$ cat config.mk
export PLATFORM = sky130hd
export DESIGN_NAME = alu_arbiter
export DESIGN_NICKNAME = d
export VERILOG_FILES = /design/src/rtl/alu_pkg.sv /design/src/rtl/alu.sv /design/src/rtl/alu_arbiter.sv
export SDC_FILE = /design/constraint.sdc
export NUM_CORES = 1
export LEC_CHECK = 0
export ABC_AREA = 1
export CORE_MARGIN = 3
export CORE_UTILIZATION = 23
export DETAILED_ROUTE_END_ITERATION = 10
export PLACE_DENSITY = 0.44
export SYNTH_ARGS = -nofsm -noshare
export SYNTH_HDL_FRONTEND = slang
export SYNTH_SLANG_ARGS = --single-unit
$ cat constraint.sdc
create_clock -name clk -period 5.7 [get_ports clk]
set_input_delay 1.71 -clock clk [delete_from_list [all_inputs] [get_ports clk]]
set_output_delay 1.71 -clock clk [all_outputs]
set_load 0.05 [all_outputs]
$ cat src/rtl/alu_pkg.sv
// Shared opcode and request types for the ALU and its two-requester front end.
// Imported by alu, alu_arbiter and the bench.
package alu_pkg;

  localparam int DW = 8;
  localparam int YW = 16;

  typedef enum logic [1:0] {
    ADD = 2'd0,
    SUB = 2'd1,
    MUL = 2'd2,
    XOR = 2'd3
  } opcode_e;

  typedef struct packed {
    logic [DW-1:0] a;
    logic [DW-1:0] b;
    opcode_e       op;
    logic          id;
  } alu_req_t;

  function automatic logic [YW-1:0] sat_inc(input logic [YW-1:0] v);
    return (v == {YW{1'b1}}) ? v : v + 1'b1;
  endfunction

endpackage

$ cat src/rtl/alu.sv
// Combinational 8-bit ALU with a 16-bit result.
// Operands are zero-extended; SUB wraps modulo 2^16.
module alu
  import alu_pkg::*;
(
  input  logic [DW-1:0] a,
  input  logic [DW-1:0] b,
  input  opcode_e       op,
  output logic [YW-1:0] y
);

  logic [YW-1:0] ax;
  logic [YW-1:0] bx;

  assign ax = {{(YW-DW){1'b0}}, a};
  assign bx = {{(YW-DW){1'b0}}, b};

  always_comb begin
    y = '0;
    unique case (op)
      ADD:     y = ax + bx;
      SUB:     y = ax - bx;
      MUL:     y = ax * bx;
      XOR:     y = ax ^ bx;
      default: y = '0;
    endcase
  end

endmodule

$ cat src/rtl/alu_arbiter.sv
// Round-robin front end sharing one ALU between two requesters.
// One operation in flight: IDLE grants, EXEC computes, RESP holds the result.
module alu_arbiter
  import alu_pkg::*;
#(
  parameter logic PTR_INIT = 1'b0
) (
  input  logic          clk,
  input  logic          rst,
  input  logic [1:0]    req_valid,
  input  logic [DW-1:0] req_a0,
  input  logic [DW-1:0] req_a1,
  input  logic [DW-1:0] req_b0,
  input  logic [DW-1:0] req_b1,
  input  opcode_e       req_op0,
  input  opcode_e       req_op1,
  output logic [1:0]    req_ready,
  output logic          rsp_valid,
  output logic          rsp_id,
  output logic [YW-1:0] rsp_y,
  input  logic          rsp_ready,
  output logic [15:0]   ops_done
);

  typedef enum logic [1:0] {
    IDLE = 2'd0,
    EXEC = 2'd1,
    RESP = 2'd2
  } state_e;

  state_e        state_q;
  logic          ptr_q;
  alu_req_t      cur_q;
  logic [1:0]    gnt;
  logic          gid;
  alu_req_t      sel;
  logic [YW-1:0] alu_y;
  logic [15:0]   ops_done_q;

  always_comb begin
    gnt = 2'b00;
    if (state_q == IDLE && !rst) begin
      unique case (req_valid)
        2'b11:   gnt = ptr_q ? 2'b10 : 2'b01;
        2'b01:   gnt = 2'b01;
        2'b10:   gnt = 2'b10;
        default: gnt = 2'b00;
      endcase
    end
  end

  assign gid       = gnt[1];
  assign req_ready = gnt;
  assign ops_done  = ops_done_q;

  always_comb begin
    sel.a  = gid ? req_a1  : req_a0;
    sel.b  = gid ? req_b1  : req_b0;
    sel.op = gid ? req_op1 : req_op0;
    sel.id = gid;
  end

  alu u_alu (
    .a  (cur_q.a),
    .b  (cur_q.b),
    .op (cur_q.op),
    .y  (alu_y)
  );

  always_ff @(posedge clk) begin
    if (rst) begin
      state_q    <= IDLE;
      ptr_q      <= PTR_INIT;
      cur_q      <= '0;
      rsp_valid  <= 1'b0;
      rsp_id     <= 1'b0;
      rsp_y      <= '0;
      ops_done_q <= '0;
    end else begin
      unique case (state_q)
        IDLE: begin
          if (gnt != 2'b00) begin
            cur_q   <= sel;
            rsp_id  <= gid;
            ptr_q   <= ~gid;
            state_q <= EXEC;
          end
        end
        EXEC: begin
          rsp_y     <= alu_y;
          rsp_valid <= 1'b1;
          state_q   <= RESP;
        end
        RESP: begin
          if (rsp_ready) begin
            rsp_valid  <= 1'b0;
            ops_done_q <= sat_inc(ops_done_q);
            state_q    <= IDLE;
          end
        end
        default: state_q <= IDLE;
      endcase
    end
  end

endmodule

==> flow_summary_export.csv, run 1 <==
group,metric,value,unit
floorplanning,die_h,161,um
floorplanning,chipWidth,161,um
synth,yosys.area.top_type,"dfxtp_1",
final_layout,combined_area_of_the_multi_input_logic_cells,3630,sq um
synth,synth-compound-area-share,0.121,
power,leakage,0.00345,uW
floorplanning,initial_core_util,0.235,
synth,leading_register_cell_type_out_of_synthesis,"dfxtp_1",
clock_network,number_of_buffers_added_by_the_clock_tree_synthesis_step,5,
timing,finalSetupViolations,0,
final_layout,nets,1021,
timing,final_max_slew_viol_count,0,
clock_network,clock_path_buffers,2,
timing,period_share,0.870,
outcome,outcome,"finished clean",
drt,detail_route.drc_violations,0,
clock_network,count_of_hold_buffers_inserted_by_post_cts_repair,0,
critical_path,critPathKind,"in2out",
global_route,grt_pass1_wl,26.9,mm
global_route,grt_pass1_vias,5121,
placement,hpwlAfterDp,12.8,mm
critical_path,path_max_fanout,13,
critical_path,timing.critical_path.arrival,3250,ps
timing,final_hold_viol_count,0,
global_route,grt_antenna_before_repair,0,
timing,maxSlewHeadroom,0.271,
synth,yosys.area_share.xor_xnor,0.0174,
timing,min_period,4960,ps
drt,detailedRoute.firstPassIterationCount,5,
clock_network,tritoncts,"done",
power,totalPowerFinal,1130,uW
power,power_density,167,nW/um^2
synth,ys.warnings.count,0,
floorplanning,row_count,56,
clock_network,post_cts_resized,0,
synth,commonest_cells_in_the_synthesized_netlist,"nand2_1, inv_1, nor2_1",
clock_network,cts_post_setup_buffers_inserted,0,
placement,routabilityCongestion,0.832,
power,peakVddDrop,0.117,mV
synth,post_synth.cell_area_avg,6.61,sq um
timing,summed_negative_setup_slack_over_all_endpoints,0,ps
floorplanning,num_io_pins,77,
synth,post-synth-top-area-fraction,0.198,
synth,sequential_area_share_after_synthesis,0.198,
drt,finalWirelength,15.8,mm
clock_network,clock_tree.htree_level_count,2,
global_route,top_usage_layer,"met1",
clock_network,clk-insertion-delay-late,310,ps
timing,max_freq,202,MHz
global_route,grt_start_max_net_pins,41,
critical_path,crit_path_end_kind,"primary output",
final_layout,fillers,2673,
drt,wire_length_per_cell,13.0,um
drt,first_iter_violations,284,
synth,synth_nets,972,
critical_path,critical_path.startpoint_type,"input port",
clock_network,clock_sink_count,55,
synth,yosys.area_share.simple,0.259,
synth,synth_cells,840,
synth,yosysUniqueCellTypes,38,
synth,area_share_of_fa_ha_maj_cells_after_synthesis,0.257,
final_layout,register_area,1100,sq um
drt,route.vias.total,5146,
clock_network,root_buffer,"clkbuf_16",
synth,mappedNetlistArea,5550,sq um
floorplanning,placeableCoreArea,23600,sq um
hold_path,holdCritPathClass,"reg2reg",
synth,yosys_register_bits,55,
final_layout,drive_above_1_share,0.0247,
global_route,grt.met1_usage,0.193,
synth,synth.area.mux_share,0,
final_layout,synthToLayoutAreaGrowth,21.4,%
floorplanning,dieArea,26000,sq um
clock_network,clkTransAtPathRegs,70,ps
run,timing.max_cap.violations,0,
synth,post_synth_arst_share,0,
drt,detail-route-antenna-nets,0,
synth,edff_count_synth,0,
global_route,global_route.usage.met3,0.0195,
placement,io_buffer_count,76,
global_route,grt_use_met2,0.186,
global_route,grt_use_total,0.125,
drt,viasPerCell,4.26,
global_route,overflow,0,
final_layout,n_antenna_cell,0,
synth,dominant_combinational_cell_family_by_area_after_synthesis,"simple AND/OR/NAND/NOR gates",
timing,worst_pin_slew,1090,ps
synth,synthMostInstantiatedCell,"nand2_1",
synth,ys_top_cells_by_area,"dfxtp_1, nand2_1, fa_1",
timing,rsz0062_at_grt,"no",
critical_path,required_arrival_time_at_the_worst_endpoint,3990,ps
timing,finClkSkew,10.4,ps
==> final cells by class <==
cell class / instances / area share
inverter: 172 / 0.0958
clock inverter: 3 / 0.00353
sequential: 55 / 0.163
timing repair buffer: 80 / 0.120
multi-input combinational: 575 / 0.539
clock buffer: 5 / 0.0186
tap: 319 / 0.0592
==> cells by family (layout without fill, tap and decap cells) <==
family	count (synthesis)	in the layout
flops	55	55
xor+xnor	11	11
simple gates	354	354
fa+ha+maj	91	91
buf+inv	210	260
compound gates	119	119
==> sequential cells by signal, indices dropped and copies added (netlist names) <==
name and cells:
ops_done 16, cur_q 18, rsp_valid 1, state_q 2, rsp_y 16, ptr_q 1, rsp_id 1
==> routing by layer <==
layer,wire [um],part of all wire
met1,8460,0.54
met5,0,0
met3,660,0.042
met2,6490,0.41
met4,154,0.0098
==> critical path, cell delays in order <==
cell	delay, ps
clkdlybuf4s50_1	430
nor3_1	360
nand2_1	370
inv_1	220
buf_12	150
==> cell usage in the layout, fill, tap and decap left out, types with 3 or more instances in the layout <==
master           count
a21oi_1             57
a31oi_1             10
buf_4                4
clkbuf_16            5
clkdlybuf4s50_1     74
dfxtp_1             55
fa_1                38
ha_1                53
inv_1              170
nand2_1            229
nand3_1             35
nand3b_1             3
nand4_1              5
nor2_1              65
nor3_1               9
nor3_2               3
o21a_1               3
o21ai_0             32
o21bai_1             3
xor2_1               9
==> report_power, final <==
| part | internal (uW) | switching, uW | leakage, uW |
|---|---|---|---|
| sequential | 409 | 45.9 | 0.000448 |
| combinational | 132 | 220 | 0.00293 |
| clock | 165 | 154 | 0.0000664 |
| total | 706 | 420 | 0.00345 |
==> worst paths after layout <==
kind,from,endpoint,slack (ps),depth (start not counted)
min reg2reg,rsp_valid$_SDFFE_PP0P_,rsp_valid$_SDFFE_PP0P_,460,2
min,rsp_valid$_SDFFE_PP0P_,rsp_valid$_SDFFE_PP0P_,460,2
max,rst,req_ready[1],740,5
max reg2reg,cur_q[12]$_SDFFE_PP0P_,rsp_y[14]$_SDFFE_PP0P_,1210,17
==> per-stage QoR <==
step	area [sq um]	hold WS, ps	utilization	worst slack, ps	cells
floorplan	5550	457	-	1420	840
global placement	6590	456	0.279	724	1201
detailed placement	6590	457	0.279	713	1201
CTS	6740	468	0.285	702	1209
global route	6740	492	0.285	554	1209
finish	6740	463	0.285	741	1209
No activity file was read; power rests on OpenSTA's default activity.
==> run 2, diff against run 1 <==
CAP_MARGIN = 40   (was unset)
REMOVE_ABC_BUFFERS = 1   (was unset)
==> flow_summary_export.csv, run 2 (same netlist as run 1, synthesis figures left out) <==
group,metric,value,unit
floorplanning,placeableCoreArea,23600,sq um
global_route,grt_antenna_before_repair,0,
global_route,grt_pass1_vias,4879,
critical_path,crit_path_end_kind,"primary output",
drt,detail-route-antenna-nets,0,
clock_network,count_of_hold_buffers_inserted_by_post_cts_repair,0,
global_route,grt_use_total,0.125,
critical_path,path_max_fanout,13,
critical_path,critPathKind,"in2out",
timing,fin_hold_ws,468,ps
drt,route.vias.total,5085,
clock_network,clk-insertion-delay-late,320,ps
timing,min_period,4940,ps
clock_network,clock_sink_count,55,
placement,routabilityCongestion,0.870,
final_layout,post_layout_inst_area,6770,sq um
final_layout,largest_reg_flops,18,
floorplanning,row_count,56,
floorplanning,dieArea,26000,sq um
power,power_density,170,nW/um^2
timing,final_hold_viol_count,0,
drt,wire_length_per_cell,13.3,um
critical_path,critical_path.startpoint_type,"input port",
global_route,grt_pass1_wl,26.2,mm
final_layout,top_register,"cur_q",
timing,rsz0062_at_grt,"no",
critical_path,timing.critical_path.arrival,3230,ps
final_layout,fillers,2649,
critical_path,required_arrival_time_at_the_worst_endpoint,3990,ps
clock_network,cts_post_setup_buffers_inserted,0,
clock_network,post_cts_resized,0,
floorplanning,num_io_pins,77,
timing,period_share,0.867,
critical_path,max_stage_delay,490,ps
critical_path,crit_family,"buffers and inverters",
outcome,outcome,"finished clean",
global_route,grt_start_max_net_pins,41,
final_layout,drive_above_1_share,0.0258,
critical_path,crit_path_cell_trace,"clkdlybuf4s50_1 > nor3_1 > nand2_1 > inv_1 > buf_12",
timing,worst_slack_setup_final,757,ps
clock_network,number_of_buffers_added_by_the_clock_tree_synthesis_step,5,
placement,hpwlAfterDp,12.7,mm
drt,first_iter_violations,244,
final_layout,final_cell_mix,"nand2_1, inv_1, clkdlybuf4s50_1, nor2_1, a21oi_1",
timing,maxSlewHeadroom,0.498,
floorplanning,initial_core_util,0.235,
critical_path,ff2ff_setup_slack,1260,ps
final_layout,final_common_cell,"nand2_1",
run,timing.max_cap.violations,0,
final_layout,nets,1022,
clock_network,root_buffer,"clkbuf_16",
critical_path,cp.buffers_inverters,3,
timing,max_freq,202,MHz
final_layout,synthToLayoutAreaGrowth,21.9,%
power,totalPowerFinal,1150,uW
global_route,overflow,0,
drt,viasPerCell,4.20,
drt,detail_route.drc_violations,0,
timing,finClkSkew,14.9,ps
placement,post_dp_cell_area,6620,sq um
drt,detailedRoute.firstPassIterationCount,5,
placement,io_buffer_count,76,
critical_path,crit_slowest_cell,"clkdlybuf4s50_1",
power,peakVddDrop,0.106,mV
floorplanning,die_h,161,um
power,leakage,0.00347,uW
hold_path,holdCritPathClass,"reg2reg",
drt,finalWirelength,16.1,mm
clock_network,clock_tree.htree_level_count,2,
clock_network,tritoncts,"done",
clock_network,clkTransAtPathRegs,90,ps
timing,final_max_slew_viol_count,0,
timing,finalSetupViolations,0,
final_layout,n_antenna_cell,0,
placement,dp_slack,716,ps
timing,summed_negative_setup_slack_over_all_endpoints,0,ps
timing,worst_pin_slew,752,ps
clock_network,clock_path_buffers,2,
final_layout,register_area,1100,sq um
floorplanning,chipWidth,161,um
final_layout,combined_area_of_the_multi_input_logic_cells,3630,sq um
-- run 2: power by group --
group | internal (uW) | switching [uW] | total, uW
Sequential | 409 | 45.0 | 454
Clock | 166 | 173 | 340
Combinational | 135 | 223 | 358
Total | 711 | 441 | 1150
-- run 2: worst reg2reg max path, delay by kind of cell, from the launching register on --
family          cells  cell delay (ps)
compound gates      3              580
fa+ha+maj           5             2460
simple gates        6              520
buf+inv             3              150
flops               1              670
-- run 2: through the flow --
step | util | cells
after floorplan | - | 802
after global placement | 0.279 | 1201
after detailed placement | 0.280 | 1202
after CTS | 0.287 | 1210
after global routing | 0.287 | 1210
final | 0.287 | 1210
-- run 2: cell type report --
cell class / instances / area share
multi-input cells: 575 / 0.537
well taps: 319 / 0.0590
clock inverters: 3 / 0.00351
repair buffers: 81 / 0.124
flip-flops and latches: 55 / 0.163
inverters: 172 / 0.0954
clock buffers: 5 / 0.0185
-- run 2: routing by layer --
metal / vias up / part of all wire / global-route usage
li1: 2687 / - / -
met1: 2268 / 0.52 / 0.185
met2: 121 / 0.42 / 0.191
met3: 9 / 0.049 / 0.0208
met4: 0 / 0.0092 / 0.0242
met5: - / 0 / 0
-- run 2: final timing paths --
kind                                              from  cells past startpoint                endpoint
worst max register to register  cur_q[12]$_SDFFE_PP0P_                     17  rsp_y[10]$_SDFFE_PP0P_
worst max-delay path                               rst                      5            req_ready[1]
worst min register to register  rsp_y[15]$_SDFFE_PP0P_                      2  rsp_y[15]$_SDFFE_PP0P_
worst min-delay path            rsp_y[15]$_SDFFE_PP0P_                      2  rsp_y[15]$_SDFFE_PP0P_
